### src/rtl/fetch_pkg.sv
// Shared types and constants for the fetch/accumulator front end.
// The branch table maps an r0 nibble to a 12-bit branch target.
package fetch_pkg;

    localparam int PC_W  = 12;
    localparam int DAT_W = 8;
    localparam int LUT_N = 16;
    localparam int IDX_W = $clog2(LUT_N);

    typedef logic [PC_W-1:0]  pc_t;
    typedef logic [DAT_W-1:0] slot_t;
    typedef logic [IDX_W-1:0] lut_idx_t;

    // Entry k points at 16*k.
    localparam pc_t BR_LUT [LUT_N] = '{
        12'h000, 12'h010, 12'h020, 12'h030,
        12'h040, 12'h050, 12'h060, 12'h070,
        12'h080, 12'h090, 12'h0A0, 12'h0B0,
        12'h0C0, 12'h0D0, 12'h0E0, 12'h0F0
    };

endpackage

### src/rtl/fetch_accum_unit_branch_lut.sv
// Branch target table: r0 low nibble in, 12-bit target out.
// Purely combinational, so a branch sees the pre-edge r0.
module branch_lut
    import fetch_pkg::*;
(
    input  lut_idx_t i_idx,
    output pc_t      o_target
);

    assign o_target = BR_LUT[i_idx];

endmodule

### src/rtl/fetch_accum_unit.sv
// Front-end state: program counter, branch table lookup and the
// three-slot operand accumulator that feeds the reg file and ALU.
module fetch_accum_unit
    import fetch_pkg::*;
#(
    parameter int DEBUG = 0
) (
    input  logic  clk,
    input  logic  reset,
    input  logic  branch_flag,
    input  logic  put_en,
    input  logic  op_en,
    input  slot_t value,
    input  pc_t   control_ctr,
    output pc_t   prog_ctr,
    output pc_t   target,
    output slot_t r0,
    output slot_t r1,
    output slot_t r2,
    output pc_t   accumulator_ctr
);

    lut_idx_t w_idx;

    assign w_idx = r0[IDX_W-1:0];

    branch_lut u_lut (
        .i_idx    (w_idx),
        .o_target (target)
    );

    // Trace hooks live here; they never affect the datapath.
    if (DEBUG != 0) begin : g_debug
    end

    always_ff @(posedge clk) begin
        if (reset) begin
            prog_ctr <= '0;
        end else if (branch_flag) begin
            prog_ctr <= target;
        end else begin
            prog_ctr <= prog_ctr + pc_t'(1);
        end
    end

    // Clear-then-push when both enables are set.
    always_ff @(posedge clk) begin
        if (reset) begin
            r0              <= '0;
            r1              <= '0;
            r2              <= '0;
            accumulator_ctr <= '0;
        end else begin
            unique case ({put_en, op_en})
                2'b10: begin
                    r0 <= value;
                    r1 <= r0;
                    r2 <= r1;
                end
                2'b01: begin
                    r0 <= '0;
                    r1 <= '0;
                    r2 <= '0;
                end
                2'b11: begin
                    r0 <= value;
                    r1 <= '0;
                    r2 <= '0;
                end
                default: begin
                    r0 <= r0;
                    r1 <= r1;
                    r2 <= r2;
                end
            endcase
            if (put_en || op_en) begin
                accumulator_ctr <= control_ctr;
            end
        end
    end

endmodule

### config.mk
export PLATFORM = sky130hd
export DESIGN_NAME = fetch_accum_unit
export DESIGN_NICKNAME = d
export VERILOG_FILES = /design/src/rtl/fetch_pkg.sv /design/src/rtl/fetch_accum_unit_branch_lut.sv /design/src/rtl/fetch_accum_unit.sv
export SDC_FILE = /design/constraint.sdc
export NUM_CORES = 1
export LEC_CHECK = 0
export CORE_MARGIN = 2
export CORE_UTILIZATION = 42
export CTS_BUF_LIST = sky130_fd_sc_hd__clkbuf_16
export DETAILED_ROUTE_END_ITERATION = 7
export PLACE_DENSITY_LB_ADDON = 0.15
export SYNTH_ARGS = -nofsm -noshare
export SYNTH_HDL_FRONTEND = slang
export SYNTH_SLANG_ARGS = --single-unit
export TNS_END_PERCENT = 1
### constraint.sdc
create_clock -name clk -period 1.7 [get_ports clk]
set_clock_uncertainty 0.2 [all_clocks]
set_input_delay 0.255 -clock clk [delete_from_list [all_inputs] [get_ports clk]]
set_output_delay 0.255 -clock clk [all_outputs]
set_load 0.02 [all_outputs]
## Yosys cells after proc, flatten, opt, wreduce, memory -nomap -nowiden

Memory sizes are Yosys's and may differ from the RTL's.
Cells that the tools add are included.

| storage, ports and cells | value |
|---|---|
| register bits | 48 |
| memory bits (read-only) | 192 |
| input port bits | 25 |
| output and inout bits | 60 |
| memories | 1 |

Memories:

| name | words | width | rd ports | clocked after Yosys merged registers in | write ports | RTL line | source |
|---|---|---|---|---|---|---|---|
| (name not given) | 16 | 12 | 1 | 0 | 0 | fetch_accum_unit_branch_lut.sv:10 | `assign o_target = BR_LUT[i_idx];` |

| operators by class | value |
|---|---|
| $add $sub $neg | 1 |
| order comparisons | 1 |
| equality and inequality tests | 3 |
| mux-type cells | 6 |
| bitwise logic cells | 1 |
| reductions and logical operators | 5 |

Operators by type and width:

| operator | number |
|---|---|
| 8-bit case mux with 2 select lines | 3 |
| 12-bit two-way mux | 3 |
| 12-bit by 1-bit adder with 12-bit output (second input constant) | 1 |
| 5-bit greater-or-equal comparator (second input constant) | 1 |
| 4-bit inverter with 5-bit output | 1 |
| 2-bit == test (second input constant) | 2 |
| 2-bit nonzero test | 2 |
| 2-bit OR reduction | 2 |
| 2-bit by 1-bit == test with 1-bit output (second input constant) | 1 |
| 1-bit logical OR | 1 |

## Depth between registers and ports, before layout

Gate-level depths: netlist of run 1.

| depth | value |
|---|---|
| depth after elaboration | 5 |
| mapped depth | 5 |
| mapped depth without buffers | 4 |

## By module

From an unflattened synthesis of run 1, not the netlist that was laid out.

| unflattened totals | value |
|---|---|
| cell total of the unflattened synthesis | 236 |
| area total of the unflattened synthesis | 2052.0 µm² |

Modules (own cells, without submodules):

| module | times used | cells each | area an instance (µm²) | seq. area each (µm²) |
|---|---|---|---|---|
| fetch_accum_unit | 1 | 223 | 1958.1 | 960.9 |
| branch_lut | 1 | 13 | 93.8 | 0.0 |

## Least setup slack after synthesis of run 1

Ideal clock, no wire load.

| timing path | value |
|---|---|
| path type | register -> register |
| start point | register prog_ctr[0] |
| end point | register prog_ctr[10] |
| arrival | 1466 ps |
| required time | 1430 ps |
| path slack | -36 ps |
| stages on the path, launching flop included | 5 |
| buffers on the path | 0 |
| cells stage by stage | dfxtp_1 > ha_1 > nand3_1 > or4_1 > a21boi_1 |

| between the ends | value |
|---|---|
| longest elaborated chain between the ends | 2 |

Ends and longest elaborated chain:

| what | RTL line | source |
|---|---|---|
| start, declared | fetch_accum_unit.sv:15 | `output pc_t prog_ctr,` |
| start signal, assigned | fetch_accum_unit.sv:40 | `prog_ctr <= target;` |
| start signal, assigned | fetch_accum_unit.sv:42 | `prog_ctr <= prog_ctr + pc_t'(1);` |
| 12-bit by 1-bit adder with 12-bit output | fetch_accum_unit.sv:42 |  |
| 12-bit two-way mux | fetch_accum_unit.sv:39 | `end else if (branch_flag) begin` |

Every way passes these cells.
A chain may end at the register's enable or synchronous reset.

## Final worst setup path of run 1

| timing path | value |
|---|---|
| start point | register accumulator_ctr[6] |
| end point | output port accumulator_ctr[6] |

RTL lines:

| what | RTL line | source |
|---|---|---|
| start, declared | fetch_accum_unit.sv:20 | `output pc_t accumulator_ctr` |
| start signal, assigned | fetch_accum_unit.sv:77 | `accumulator_ctr <= control_ctr;` |

No word-level cell between the ends.

==> impl_metrics.csv, run 1 <==
group,metric,value,unit
status,status,"completed",
critical_path,critPathMaxFanout,2,
cells_and_area,antenna_cells,0,
die,core_area,4410,sq um
routing,routed-wl-met2,1990,microns
grt,grt_use_total,0.171,
timing,setup_viol_count_final,0,
clock_network,cts_root_buffer,"clkbuf_16",
critical_path,critPathTopFamily,"buffers and inverters",
routing,dr_wl_met3,390,microns
die,die-height,72.4,microns
power_and_ir_drop,power_density,842,nW/um^2
clock_network,clock_latency,0.28,ns
clock_network,clock-sinks,48,
die,pin_count,85,
synth,syn_area_per_cell,8.88,sq um
clock_network,cts_buffers,5,
critical_path,critical_path_arrival,1.21,ns
routing,routed_via_density,4.96,
routing,drc,0,
timing,hold_viol,0,
routing,antenna_left,0,
timing,min_period,1.67,ns
critical_path,end_kind,"output port",
grt,grt_pass1_vias,1544,
timing,slew_viol_final,0,
critical_path,max_stage_delay,0.60,ns
routing,drtIter0Drc,113,
job,maxCapViolations,0,
clock_network,htreeDepth,2,
synth,synthTopCellsByArea,"dfxtp_1 49%, mux2i_1 8.7%, a21oi_1 5.9%",
synth,ys_seq_area_frac,0.489,
critical_path,path_buf_inv,1,
clock_network,clk_path_buf_depth,2,
critical_path,worstPathRequired,1.24,ns
clock_network,cts.reportedPaths.clkPinSlew,0.06,ns
grt,grt_pass1_wl,7040,microns
cells_and_area,layout_common_cells,"46 x dfxtp_1, 32 x dlygate4sd2_1, 28 x clkdlybuf4s50_1, 27 x nand2_1, 26 x nor2_1",
routing,via_count,1732,
clock_network,postCtsSetupBuffers,0,
grt,grt_start_max_net_pins,17,
power_and_ir_drop,ir_worst_vdd,0.568,mV
critical_path,critPathSlowestCell,"clkdlybuf4s50_1",
routing,dr.pass1.iters,4,
place,port-buffer-count,76,
synth,synthesis.area,1960,sq um
routing,m1WireLength,1960,microns
cells_and_area,nNetsFinal,323,
place,dp_hpwl,3140,microns
clock_network,cts_tree,"done",
synth,ys_warn_count,0,
synth,synth_top_area_frac,0.489,
cells_and_area,fill_cells,396,
timing,max_freq,600,MHz
hold_path,hold_class,"flip-flop to flip-flop",
synth,synth_cells,221,
timing,fin_crit_sh,0.980,
synth,synth_largest_area_cell,"dfxtp_1",
power_and_ir_drop,leakage,1.52,nW
clock_network,postCtsHoldBufs,0,
die,die_w,72.4,microns
critical_path,crit_chain,"clkdlybuf4s50_1",
die,placementRows,24,
cells_and_area,area_growth,47.5,%
grt,antenna_found_initial,0,
routing,wl,4390,microns
critical_path,start_kind,"flip-flop",
place,place_congestion,0.762,
grt,grt-ovfl-total,0,
cells_and_area,drive_gt1_frac,0.0875,
synth,synth_seq_cells,48,
cells_and_area,final_common_cell,"dfxtp_1",
die,die_area,5240,sq um
power_and_ir_drop,power,2.44,mW
timing,tns,0,ns
routing,top_layer_used,"met4",
timing,rsz0062_at_grt,"true",
synth,ys_types,38,
die,floorplan.initialDensity,0.445,
routing,wl_per_cell,12.6,microns
critical_path,critPathKind,"flip-flop to output port",
-- logic make-up after synthesis --
logic type / Yosys count / synth area share
adders and majority gates: 1 / 0.00637
xor gates and xnor gates: 3 / 0.0134
other: 1 / 0.00191
buffers and inverters: 32 / 0.0860
muxes: 17 / 0.0867
and+or+nand+nor: 84 / 0.210
DFF: 48 / 0.489
AOI/OAI and AO/OA: 35 / 0.106
-- metal layers --
layer / global-route usage / vias to the layer above
met5: 0 / -
li1: - / 881
met2: 0.267 / 68
met3: 0.0556 / 5
met1: 0.222 / 778
met4: 0.0566 / 0
-- sequential cells by signal, indices dropped and copies added (netlist names) --
| name | count |
|---|---|
| prog_ctr | 12 |
| r2 | 8 |
| r0 | 8 |
| accumulator_ctr | 12 |
| r1 | 8 |
-- final cells by class --
| type | instances | area [sq um] | area share |
|---|---|---|---|
| inverters | 7 | 26.3 | 0.00907 |
| well taps | 52 | 65.1 | 0.0225 |
| flip-flops and latches | 48 | 963 | 0.333 |
| clock inverters | 2 | 12.5 | 0.00432 |
| multi-input cells | 148 | 861 | 0.297 |
| clock buffers | 5 | 125 | 0.0432 |
| repair buffers | 87 | 843 | 0.291 |
-- cells in the mapped netlist (all sizes together) --
library cell,count
a2111oi,1
a21boi,2
a21oi,23
a221oi,1
a311oi,1
a31oi,1
and2,1
and3,2
and4,1
buf,17
clkbuf,8
conb,1
dfxtp,48
ha,1
inv,7
mux2i,17
nand2,27
nand3,4
nand4,4
nor2,26
nor3,5
nor3b,8
nor4b,1
o21a,1
o21ai,1
o311ai,1
o31a,1
o31ai,2
or2,2
or3,1
or4,2
xnor2,2
xor2,1
-- metrics by stage --
stage / instance area, sq um / setup slack, ns / hold WS, ns / cells / utilization
2_1_floorplan: 1990 / 0.0822 / 0.178 / 228 / -
3_3_place_gp: 2760 / 0.0175 / 0.240 / 342 / 0.625
3_5_place_dp: 2760 / -0.00676 / 0.247 / 342 / 0.625
4_1_cts: 2860 / 0.00449 / 0.252 / 349 / 0.647
5_1_grt: 2900 / -0.0128 / 0.271 / 349 / 0.656
6_report: 2900 / 0.0340 / 0.248 / 349 / 0.656
-- what timing repair did --
| item | in CTS | in global routing |
|---|---|---|
| gates cloned | 0 | 0 |
| endpoints found under the setup margin | 32 | 18 |
| resized for setup | 32 | 18 |
-- final timing paths --
path / from / to / slack, ns / depth (start not counted)
worst max-delay path: accumulator_ctr[6] / accumulator_ctr[6] / 0.03 / 1
worst min-delay path: accumulator_ctr[10] / accumulator_ctr[10] / 0.25 / 2
worst max register to register: prog_ctr[0] / prog_ctr[10] / 0.11 / 4
worst min register to register: accumulator_ctr[10] / accumulator_ctr[10] / 0.25 / 2
-- power by group --
| group | switching, mW | internal [mW] | total [mW] |
|---|---|---|---|
| sequential | 0.0329 | 1.16 | 1.20 |
| combinational | 0.169 | 0.152 | 0.321 |
| clock | 0.387 | 0.533 | 0.920 |
-- worst register-to-register path, cell delays in order, from the launching register on --
cell      delay (ns)
dfxtp_2         0.37
ha_1            0.22
nand3_1         0.10
or4_1           0.48
a21boi_1        0.14
(Power assumes the default switching activity.)
==> run 2: changes to the inputs <==
==> constraint.sdc (replaced) <==
create_clock -name clk -period 1.7 [get_ports clk]
set_clock_uncertainty 0.2 [all_clocks]
set_input_delay 0.51 -clock clk [delete_from_list [all_inputs] [get_ports clk]]
set_output_delay 0.51 -clock clk [all_outputs]
set_load 0.02 [all_outputs]
==> run 2 against run 1 <==
Clock-buffer cell count stayed put. Design area is 4.3% higher. Largest cell class unchanged. Combinational power grew 11%. Utilization rose by 2.8 points. Flip-flop and latch count unchanged. Worst setup slack lost 0.0022 ns. Fmax is 0.13% lower. Critical path type unchanged. Global-route usage up 1.3 points. Critical endpoint is now accumulator_ctr[8].
==> impl_metrics.csv, run 2 (same netlist as run 1, synthesis figures left out) <==
group,metric,value,unit
timing,whs,0.244,ns
routing,wl_per_cell,12.6,microns
clock_network,cts_root_buffer,"clkbuf_16",
power_and_ir_drop,p_int,1.87,mW
cells_and_area,layout_common_cells,"45 x dfxtp_1, 30 x dlygate4sd2_1, 30 x buf_4, 27 x nand2_1, 25 x nor2_1",
routing,antenna_left,0,
grt,grt_start_max_net_pins,17,
power_and_ir_drop,power_density,818,nW/um^2
routing,drc,0,
clock_network,clk_path_buf_depth,2,
critical_path,worstPathRequired,0.99,ns
critical_path,critPathTopFamily,"flip-flops",
hold_path,hold_class,"flip-flop to flip-flop",
critical_path,max_stage_delay,0.34,ns
timing,setup_ws,0.0318,ns
routing,wl,4670,microns
clock_network,cts.reportedPaths.clkPinSlew,0.06,ns
timing,min_period,1.67,ns
power_and_ir_drop,p_seq_frac,0.481,
cells_and_area,postLayoutCellArea,3020,sq um
power_and_ir_drop,ir_worst_vdd,0.489,mV
power_and_ir_drop,p_sw_frac,0.244,
routing,routed_via_density,4.95,
routing,top_layer_used,"met4",
power_and_ir_drop,p_sw,603,uW
place,dp_hpwl,3420,microns
cells_and_area,antenna_cells,0,
power_and_ir_drop,power.share.combinational,0.144,
critical_path,critical_path_arrival,0.96,ns
die,pin_count,85,
die,die_area,5240,sq um
clock_network,clock_latency,0.28,ns
critical_path,r2r_slack,0.12,ns
critical_path,startpoint,"accumulator_ctr[8]",
cells_and_area,final_common_cell,"dfxtp_1",
routing,routed-wl-met2,2190,microns
job,maxCapViolations,0,
grt,antenna_found_initial,0,
critical_path,r2r_start,"prog_ctr[0]",
cells_and_area,nNetsFinal,344,
routing,via_count,1838,
grt,grt-ovfl-total,0,
timing,hold_viol,0,
critical_path,end_kind,"output port",
power_and_ir_drop,leakage,1.41,nW
routing,dr_wl_met3,346,microns
clock_network,htreeDepth,2,
timing,setup_viol_count_final,0,
status,status,"completed",
place,dp_slack,-0.265,ns
timing,rsz0062_at_grt,"true",
clock_network,postCtsHoldBufs,0,
timing,fin_crit_sh,0.981,
critical_path,crit_chain,"dlygate4sd2_1",
cells_and_area,stdcell_count,371,
die,die_w,72.4,microns
routing,m1WireLength,2100,microns
critical_path,critPathMaxFanout,2,
clock_network,clock-sinks,48,
timing,max_freq,599,MHz
grt,grt_pass1_vias,1737,
routing,dr.pass1.iters,4,
cells_and_area,largestRegisters,"accumulator_ctr x12, prog_ctr x12",
grt,grt_use_total,0.183,
place,dpl_cell_area,2930,sq um
critical_path,start_kind,"flip-flop",
routing,drtIter0Drc,76,
critical_path,path_buf_inv,1,
power_and_ir_drop,power,2.47,mW
die,placementRows,24,
cells_and_area,fill_cells,396,
place,place_congestion,0.746,
cells_and_area,drive_gt1_frac,0.182,
cells_and_area,area_growth,53.9,%
place,dp.cells,363,
clock_network,cts_tree,"done",
clock_network,cts_buffers,5,
timing,slew_viol_final,0,
die,floorplan.initialDensity,0.445,
grt,grt_pass1_wl,7690,microns
place,port-buffer-count,76,
die,core_area,4410,sq um
critical_path,critPathKind,"flip-flop to output port",
hold_path,hp-start,"accumulator_ctr[6]",
critical_path,critPathSlowestCell,"dfxtp_1",
die,die-height,72.4,microns
clock_network,postCtsSetupBuffers,0,
power_and_ir_drop,p_clk_frac,0.375,
[run 2: final cells by class]
class,count,area [sq um],share of cell area
clock buffer,5,125,0.0414
clock inverter,3,15.0,0.00497
inverter,7,26.3,0.00870
multi-input combinational,148,866,0.287
sequential,48,965,0.319
tap,52,65.1,0.0215
timing repair buffer,108,958,0.317
[run 2: worst paths after layout]
kind / endpoint / cells past startpoint
worst min-delay path: accumulator_ctr[6] / 2
worst max-delay path: accumulator_ctr[8] / 1
worst max register to register: prog_ctr[6] / 4
worst min register to register: accumulator_ctr[6] / 2
[run 2: layer usage]
| layer | vias up | global-route usage |
|---|---|---|
| met2 | 58 | 0.297 |
| met4 | 0 | 0.0566 |
| met1 | 850 | 0.232 |
| met3 | 5 | 0.0597 |
| li1 | 925 | - |
| met5 | - | 0 |
[run 2: power groups by stage]
stage	registers [mW]	logic [mW]	clock network, mW
2_1_floorplan	1.26	0.146	0
3_3_place_gp	1.21	0.376	0
3_5_place_dp	1.21	0.380	0
4_1_cts	1.19	0.354	0.948
5_1_grt	1.19	0.384	0.989
6_report	1.19	0.355	0.927
[run 2: timing repair]
action / CTS / global route
endpoints found under the setup margin: 52 / 38
pin swaps: 0 / 0
resized for setup: 65 / 27
[run 2: stage by stage]
stage | util | setup TNS, ns
finish | 0.684 | 0
global route | 0.684 | -0.0107
CTS | 0.682 | -0.0293
detailed placement | 0.663 | -9.80
global placement | 0.663 | -9.08
floorplan | - | 0
==> run 3: changes to the inputs <==
--- a/config.mk
+++ b/config.mk
@@ -13,4 +13,4 @@
 export SYNTH_ARGS = -nofsm -noshare
 export SYNTH_HDL_FRONTEND = slang
 export SYNTH_SLANG_ARGS = --single-unit
-export TNS_END_PERCENT = 1
+export TNS_END_PERCENT = 50
==> run 3 against run 2 <==
Combinational power hardly changed. Sequential power hardly changed. Design area is 0.79% higher. Non-clock buffer count stayed put. Worst setup slack worse by 0.00053 ns. Fmax hardly changed. Register-to-register slack better by 0.05 ns.
==> impl_metrics.csv, run 3 (same netlist as run 1, synthesis figures left out) <==
group,metric,value,unit
die,pin_count,85,
grt,antenna_found_initial,0,
routing,drc,0,
critical_path,crit_chain,"dlygate4sd2_1",
critical_path,r2r_cells,4,
place,place_congestion,0.746,
routing,wl_per_cell,12.6,microns
critical_path,critPathKind,"flip-flop to output port",
cells_and_area,post-route-util,0.690,
routing,dr.pass1.iters,4,
clock_network,postCtsHoldBufs,0,
timing,setup_ws,0.0313,ns
timing,rsz0062_at_grt,"true",
critical_path,start_kind,"flip-flop",
cells_and_area,antenna_cells,0,
critical_path,critPathMaxFanout,2,
power_and_ir_drop,leakage,1.40,nW
cells_and_area,layout_common_cells,"45 x dfxtp_1, 30 x buf_4, 29 x dlygate4sd2_1, 27 x nand2_1, 25 x nor2_1",
die,core_area,4410,sq um
clock_network,cts_root_buffer,"clkbuf_16",
cells_and_area,nNetsFinal,344,
routing,wl,4690,microns
cells_and_area,area_growth,55.1,%
cells_and_area,final_common_cell,"dfxtp_1",
clock_network,cts_buffers,5,
place,dp_slack,-0.265,ns
power_and_ir_drop,power_density,812,nW/um^2
cells_and_area,drive_gt1_frac,0.182,
hold_path,hold_path_depth,2,
routing,via_count,1848,
place,dp_hpwl,3420,microns
timing,setup_viol_count_final,0,
clock_network,cts_tree,"done",
clock_network,htreeDepth,2,
critical_path,r2r_slack,0.17,ns
clock_network,clock-sinks,48,
grt,grt_start_max_net_pins,17,
power_and_ir_drop,ir_worst_vdd,0.479,mV
routing,antenna_left,0,
critical_path,critPathTopFamily,"flip-flops",
hold_path,hp-start,"accumulator_ctr[6]",
cells_and_area,largestRegisters,"accumulator_ctr x12, prog_ctr x12",
clock_network,cts.reportedPaths.clkPinSlew,0.06,ns
hold_path,hold_class,"flip-flop to flip-flop",
die,placementRows,24,
clock_network,postCtsSetupBuffers,0,
timing,max_freq,599,MHz
critical_path,r2r_start,"prog_ctr[0]",
timing,slew_viol_final,0,
cells_and_area,stdcell_count,371,
critical_path,max_stage_delay,0.34,ns
timing,fin_crit_sh,0.982,
critical_path,path_buf_inv,1,
grt,grt_use_total,0.183,
hold_path,holdPathEnd,"accumulator_ctr[6]",
status,status,"completed",
cells_and_area,postLayoutCellArea,3040,sq um
die,die-height,72.4,microns
critical_path,critical_path_arrival,0.96,ns
critical_path,critPathSlowestCell,"dfxtp_1",
die,floorplan.initialDensity,0.445,
critical_path,reg2reg_to,"prog_ctr[6]",
place,port-buffer-count,76,
grt,grt_pass1_vias,1737,
routing,routed_via_density,4.98,
job,maxCapViolations,0,
clock_network,clock_latency,0.28,ns
critical_path,end_kind,"output port",
place,dpl_cell_area,2930,sq um
place,dp.cells,363,
clock_network,clk_path_buf_depth,2,
critical_path,worstPathRequired,0.99,ns
timing,tns,0,ns
routing,drtIter0Drc,70,
grt,grt_pass1_wl,7690,microns
timing,whs,0.244,ns
die,die_area,5240,sq um
power_and_ir_drop,power,2.47,mW
die,die_w,72.4,microns
grt,grt-ovfl-total,0,
timing,hold_viol,0,
timing,min_period,1.67,ns
## run 3: cell types whose count changed in the layout (fill, tap and decap cells not counted), sizes merged
cell,change
clkbuf,-1
dlygate4sd2,-1
clkdlybuf4s15,+2
## run 3: routing by layer
layer  up-vias  GRT usage  wire length, microns
met4         0     0.0566                    36
li1        927          -                     -
met3         5     0.0597                   364
met5         -          0                     0
met1       852      0.232                  2090
met2        64      0.297                  2200
## run 3: worst max-delay path by stage
stage | startpoint | end | cells past startpoint
3_5_place_dp | branch_flag | prog_ctr[6] | 3
2_1_floorplan | prog_ctr[0] | prog_ctr[10] | 4
4_1_cts | r1[5] | r1[5] | 1
5_1_grt | r0[1] | target[5] | 1
6_report | accumulator_ctr[8] | accumulator_ctr[8] | 1
3_3_place_gp | branch_flag | prog_ctr[8] | 4
## run 3: layout make-up
type,count,area (sq um)
clock buffer,5,125
multi-input combinational,148,880
timing repair buffer,108,966
fill,389,1370
clock inverter,3,15.0
sequential,48,967
inverter,7,26.3
tap,52,65.1
## run 3: timing repair
item / 4_1_cts / 5_1_grt
pin swaps: 0 / 1
gates resized for setup: 66 / 29
cloned: 0 / 0
setup endpoints to repair: 52 / 37
## run 3: worst reg2reg max path, cell delays in order (launching register included)
cell,delay (ns)
dfxtp_4,0.39
ha_4,0.16
and3_4,0.21
a311oi_1,0.09
a2111oi_1,0.38
## run 3: power by group
group / internal [mW] / switching [mW]
clock: 0.534 / 0.392
combinational: 0.171 / 0.186
sequential: 1.16 / 0.0254
total: 1.87 / 0.603
==> RTL edit 1, RTL diff (settings of run 3) <==
`DAT_W`: 8 -> 10.
--- a/src/rtl/fetch_pkg.sv
+++ b/src/rtl/fetch_pkg.sv
@@ -4,5 +4,5 @@
 
     localparam int PC_W  = 12;
-    localparam int DAT_W = 8;
+    localparam int DAT_W = 10;
     localparam int LUT_N = 16;
     localparam int IDX_W = $clog2(LUT_N);
Ports: changed (resized r0, r1, r2 and value); port bits go from 85 to 93. No check against the original RTL was run, so the function may have changed too.
==> RTL edit 1 against run 3 <==
Wire length is 7.5% higher; power grew 20%; sequential cell count is 6 higher; setup slack lost 0.00069 ns; area after synthesis grew 11%; cell area rose by 8.3%; via count increased by 5.0%; core utilization shrank 3.6 points.
==> RTL edit 1: results (changes against run 3) <==
final_layout:
  diodes: 0  # unchanged
  largestRegisters: "accumulator_ctr: 12 flops, prog_ctr: 12 flops"  # unchanged
  fillers: 467  # was 389
  final_nets: 369  # was 344
  drive_gt1_frac: 0.184  # was 0.182
global_route:
  track_usage: 0.173  # was 0.183
  grt_pass1_vias: 1742  # was 1,737
  antenna_found_initial: 0  # unchanged
  grt_max_degree: 41  # was 17
  grt_pass1_wl_microns: 8230  # was 7690 microns
synth:
  synth_area_leaders: "dfxtp_1 50%, mux2i_1 9.7%, a21oi_1 5.8%"  # was dfxtp_1 49%, mux2i_1 8.7%, a21oi_1 5.9%
  synthDistinctLibCells: 38  # unchanged
  synth_commonest_cells: "54 x dfxtp_1, 32 x nor2_1, 27 x nand2_1"  # was 48 x dfxtp_1, 27 x nand2_1, 26 x nor2_1
  synth_async_sr_flop_share: 0  # unchanged
  synthFlopType: "dfxtp_1"  # unchanged
  ys_seq_area_frac: 0.497  # was 0.489
  yosys_warnings: 0  # unchanged
clock_network:
  insertion_delay_ns: 0.28  # about the same
  post_cts_buffers: 0  # unchanged
  path_clk_slew_ns: 0.07
  clk_path_buf_depth: 2  # unchanged
  h-tree-depth: 2  # unchanged
  numCtsBuffers: 5  # unchanged
  ctsRootBufferMaster: "clkbuf_16"  # unchanged
critical_path:
  critPathMaxFanout: 3  # was 2
  reg2reg_slack_ns: 0.08  # was 0.17 ns
  r2r_start: "prog_ctr[0]"  # unchanged
  slowest_delay_ns: 0.36  # was 0.34 ns
  crit_family: "flip-flops"  # unchanged
  reg2reg_depth: 4  # unchanged
  r2r-end: "prog_ctr[10]"  # was prog_ctr[6]
  cp_data_arrival_time_ns: 0.96  # about the same
  critPathSlowestCell: "dfxtp_1"  # unchanged
route:
  wl_per_cell_microns: 12.2  # was 12.6 microns
  vias_per_cell: 4.71  # was 4.98
  drtPass1Iterations: 4  # unchanged
  drt_iter0_markers: 100  # was 70
power_and_ir_drop:
  switchingPower_w: 0.000660  # was 0.000603 W
  vdd_drop_max_v: 0.000474  # was 0.000479 V
  leakagePower_nw: 1.49  # was 1.40 nW
run_status:
  status: "finished clean"  # unchanged
placement:
  port_buffers: 84  # was 76
  routabilityCongestion: 0.737  # was 0.746
  place_area_sq_mm: 0.00320  # was 0.00293 sq mm
  pre_cts_slack_ns: -0.252  # was -0.265 ns
  hpwl_microns: 3620  # was 3420 microns
timing:
  hold_slack_ns: 0.250  # was 0.244 ns
min_path:
  min_from: "accumulator_ctr[4]"  # was accumulator_ctr[6]
  holdPathStages: 2  # unchanged
  min_to: "accumulator_ctr[4]"  # was accumulator_ctr[6]
  hp-class: "flop to flop"  # unchanged
==> RTL edit 1: changes by cell type after synthesis <==
cell             run 3  this run
dfxtp_1             48        54
nor2_1              26        32
mux2i_1             17        21
clkbuf_1             8        11
a21oi_1             23        25
nor3b_1              8        10
buf_1                2         1
buf_2                3         2
==> RTL edit 1: final cells by class <==
| type | instances | area (sq um) | area share |
|---|---|---|---|
| clock buffers | 5 | 125 | 0.0380 |
| flip-flops and latches | 54 | 1090 | 0.330 |
| inverters | 7 | 26.3 | 0.00797 |
| repair buffers | 111 | 955 | 0.290 |
| well taps | 70 | 87.6 | 0.0266 |
| clock inverters | 3 | 63.8 | 0.0194 |
| multi-input cells | 162 | 952 | 0.289 |
==> RTL edit 1: through the flow <==
stage	instances	util
6_report	412	0.654
5_1_grt	412	0.654
4_1_cts	412	0.661
3_5_place_dp	404	0.634
3_3_place_gp	404	0.634
2_1_floorplan	249	-
==> RTL edit 1: per-layer routing <==
layer / vias to the layer above / wire length, microns / GRT usage / share of wire
li1: 1000 / - / - / -
met3: 6 / 381 / 0.0536 / 0.076
met5: - / 0 / 0 / 0
met1: 872 / 2320 / 0.222 / 0.46
met4: 0 / 55 / 0.0491 / 0.011
met2: 62 / 2280 / 0.281 / 0.45
==> RTL edit 1: power groups by stage <==
| stage | registers [W] | logic [W] | clock network (W) |
|---|---|---|---|
| final | 0.00133 | 0.000370 | 0.00128 |
| after CTS | 0.00133 | 0.000375 | 0.00130 |
| after global placement | 0.00136 | 0.000395 | 0 |
| after detailed placement | 0.00136 | 0.000401 | 0 |
| after floorplan | 0.00141 | 0.000157 | 0 |
| after global routing | 0.00134 | 0.000399 | 0.00136 |
==> RTL edit 1: cells by family after synthesis <==
kind of cell,count (synthesis),share of synthesized area
AOI/OAI and AO/OA,37,0.100
xor gates and xnor gates,3,0.0121
other,1,0.00173
and+or+nand+nor,92,0.207
adders and majority gates,1,0.00576
muxes,21,0.0967
buffers and inverters,33,0.0789
DFF,54,0.497
==> RTL edit 1: worst max path at each step <==
stage | startpoint | end | slack, ns | cells past startpoint
2_1_floorplan | prog_ctr[0] | prog_ctr[10] | 0.08 | 4
3_3_place_gp | op_en | accumulator_ctr[10] | -0.24 | 4
3_5_place_dp | reset | r1[9] | -0.25 | 4
4_1_cts | r1[5] | r1[5] | 0.0006 | 1
5_1_grt | r1[4] | r1[4] | 0.0004 | 1
6_report | r1[7] | r1[7] | 0.03 | 1
==> RTL edit 1: timing repair <==
| item | in CTS | in global routing |
|---|---|---|
| hold endpoints to repair | 0 | 0 |
| gates resized for setup | 74 | 44 |
| endpoints found under the setup margin | 58 | 47 |
==> RTL edit 2, RTL diff (config.mk and constraints of run 3) <==
Made on the original files. Put one more register stage on the output `r2`. The value now appears one clock later. The other outputs are not delayed to match.
--- a/src/rtl/fetch_accum_unit.sv
+++ b/src/rtl/fetch_accum_unit.sv
@@ -20,4 +20,6 @@
     output pc_t   accumulator_ctr
 );
+
+    slot_t r2_s0;
 
     lut_idx_t w_idx;
@@ -49,5 +51,5 @@
             r0              <= '0;
             r1              <= '0;
-            r2              <= '0;
+            r2_s0           <= '0;
             accumulator_ctr <= '0;
         end else begin
@@ -56,20 +58,20 @@
                     r0 <= value;
                     r1 <= r0;
-                    r2 <= r1;
+                    r2_s0 <= r1;
                 end
                 2'b01: begin
                     r0 <= '0;
                     r1 <= '0;
-                    r2 <= '0;
+                    r2_s0 <= '0;
                 end
                 2'b11: begin
                     r0 <= value;
                     r1 <= '0;
-                    r2 <= '0;
+                    r2_s0 <= '0;
                 end
                 default: begin
                     r0 <= r0;
                     r1 <= r1;
-                    r2 <= r2;
+                    r2_s0 <= r2_s0;
                 end
             endcase
@@ -80,4 +82,8 @@
     end
 
+    always_ff @(posedge clk) begin
+        r2 <= r2_s0;
+    end
+
 endmodule
 
Function: changed (Yosys sat finds a counterexample within 4 cycles, from zero or initial values and one cycle with reset high).
==> RTL edit 2 against run 3 <==
Register-to-register slack got worse by 0.10 ns; power is 10% higher; wire length is 4.5% higher; die area grew 7.7%; sequential cell count rose by 8; area after synthesis increased by 8.2%; critical path depth is the same; setup slack worse by 0.013 ns; cell area grew 3.7%.
==> RTL edit 2: results (changes against run 3) <==
run_status:
  status: "finished clean"  # unchanged
timing:
  hold_slack_ns: 0.152  # was 0.244 ns
  totalNegativeSetupSlack_ns: 0  # unchanged
  setup_ws_ns: 0.0185  # was 0.0313 ns
global_route:
  track_usage: 0.180  # was 0.183
  grt_max_degree: 32  # was 17
  grt_pass1_wl_microns: 7740  # was 7690 microns
  grt_pass1_vias: 1675  # was 1,737
final_layout:
  largestRegisters: "accumulator_ctr: 12 flops, prog_ctr: 12 flops"  # unchanged
  final_nets: 347  # was 344
  drive_gt1_frac: 0.193  # was 0.182
  instances_no_fill: 389  # was 371
  diodes: 0  # unchanged
  fillers: 432  # was 389
placement:
  hpwl_microns: 3490  # was 3420 microns
  place_area_sq_mm: 0.00307  # was 0.00293 sq mm
  placed_cells: 381  # was 363
  routabilityCongestion: 0.784  # was 0.746
  pre_cts_slack_ns: -0.290  # was -0.265 ns
critical_path:
  reg2reg_slack_ns: 0.07  # was 0.17 ns
  endpoint: "prog_ctr[1]"  # was accumulator_ctr[8]
  critPathSlowestCell: "dfxtp_2"  # was dfxtp_1
  critPathLaunch: "prog_ctr[1]"  # was accumulator_ctr[8]
  crit_family: "flip-flops"  # unchanged
  r2r-end: "prog_ctr[10]"  # was prog_ctr[6]
  critPathMaxFanout: 3  # was 2
  slowest_delay_ns: 0.34  # about the same
synth:
  muxShareOfSynthArea: 0.0801  # was 0.0867
  ys_seq_area_frac: 0.528  # was 0.489
  synth_area_leaders: "dfxtp_1 53%, mux2i_1 8.0%, a21oi_1 5.4%"  # was dfxtp_1 49%, mux2i_1 8.7%, a21oi_1 5.9%
  synth_compound_area_frac: 0.0978  # was 0.106
  synthAdderAreaFrac: 0.00589  # was 0.00637
  synth_xor_area_frac: 0.0124  # was 0.0134
  syn_inst: 229  # was 221
  synth_commonest_cells: "56 x dfxtp_1, 27 x nand2_1, 26 x nor2_1"  # was 48 x dfxtp_1, 27 x nand2_1, 26 x nor2_1
route:
  wl_per_cell_microns: 12.6  # about the same
  drt_iter0_markers: 159  # was 70
  vias_per_cell: 4.73  # was 4.98
min_path:
  min_from: "r2_s0[1]"  # was accumulator_ctr[6]
  holdPathStages: 0  # was 2
  min_to: "r2[1]"  # was accumulator_ctr[6]
power_and_ir_drop:
  leakagePower_nw: 1.43  # was 1.40 nW
  p_int_w: 0.00206  # was 0.00187 W
  vdd_drop_max_v: 0.000638  # was 0.000479 V
  p_seq_frac: 0.504  # was 0.481
  p_comb_w: 0.000350  # was 0.000357 W
  combPwrFrac: 0.128  # was 0.145
clock_network:
  ctsRootBufferMaster: "clkbuf_16"  # unchanged
  path_clk_slew_ns: 0.07
[RTL edit 2: cell count changes after synthesis, sizes merged]
cell    delta
dfxtp      +8
buf        -1
clkbuf     +1
[RTL edit 2: metal layers]
layer / vias up / track usage / share of wire
li1: 938 / - / -
met1: 821 / 0.232 / 0.44
met2: 73 / 0.282 / 0.46
met3: 7 / 0.0589 / 0.080
met4: 0 / 0.0694 / 0.013
met5: - / 0 / 0
[RTL edit 2: cell type report]
cell class / instances / area [sq um] / area share
timing repair buffer: 103 / 908 / 0.288
sequential: 56 / 1120 / 0.356
multi-input combinational: 148 / 871 / 0.276
tap: 67 / 83.8 / 0.0266
inverter: 7 / 26.3 / 0.00833
clock buffer: 5 / 125 / 0.0397
clock inverter: 3 / 17.5 / 0.00555
[RTL edit 2: timing repair]
item                                    CTS  global route
resized for setup                        76            37
endpoints found under the setup margin   53            55
hold endpoints to repair                  0             0
hold buffers                              0             0
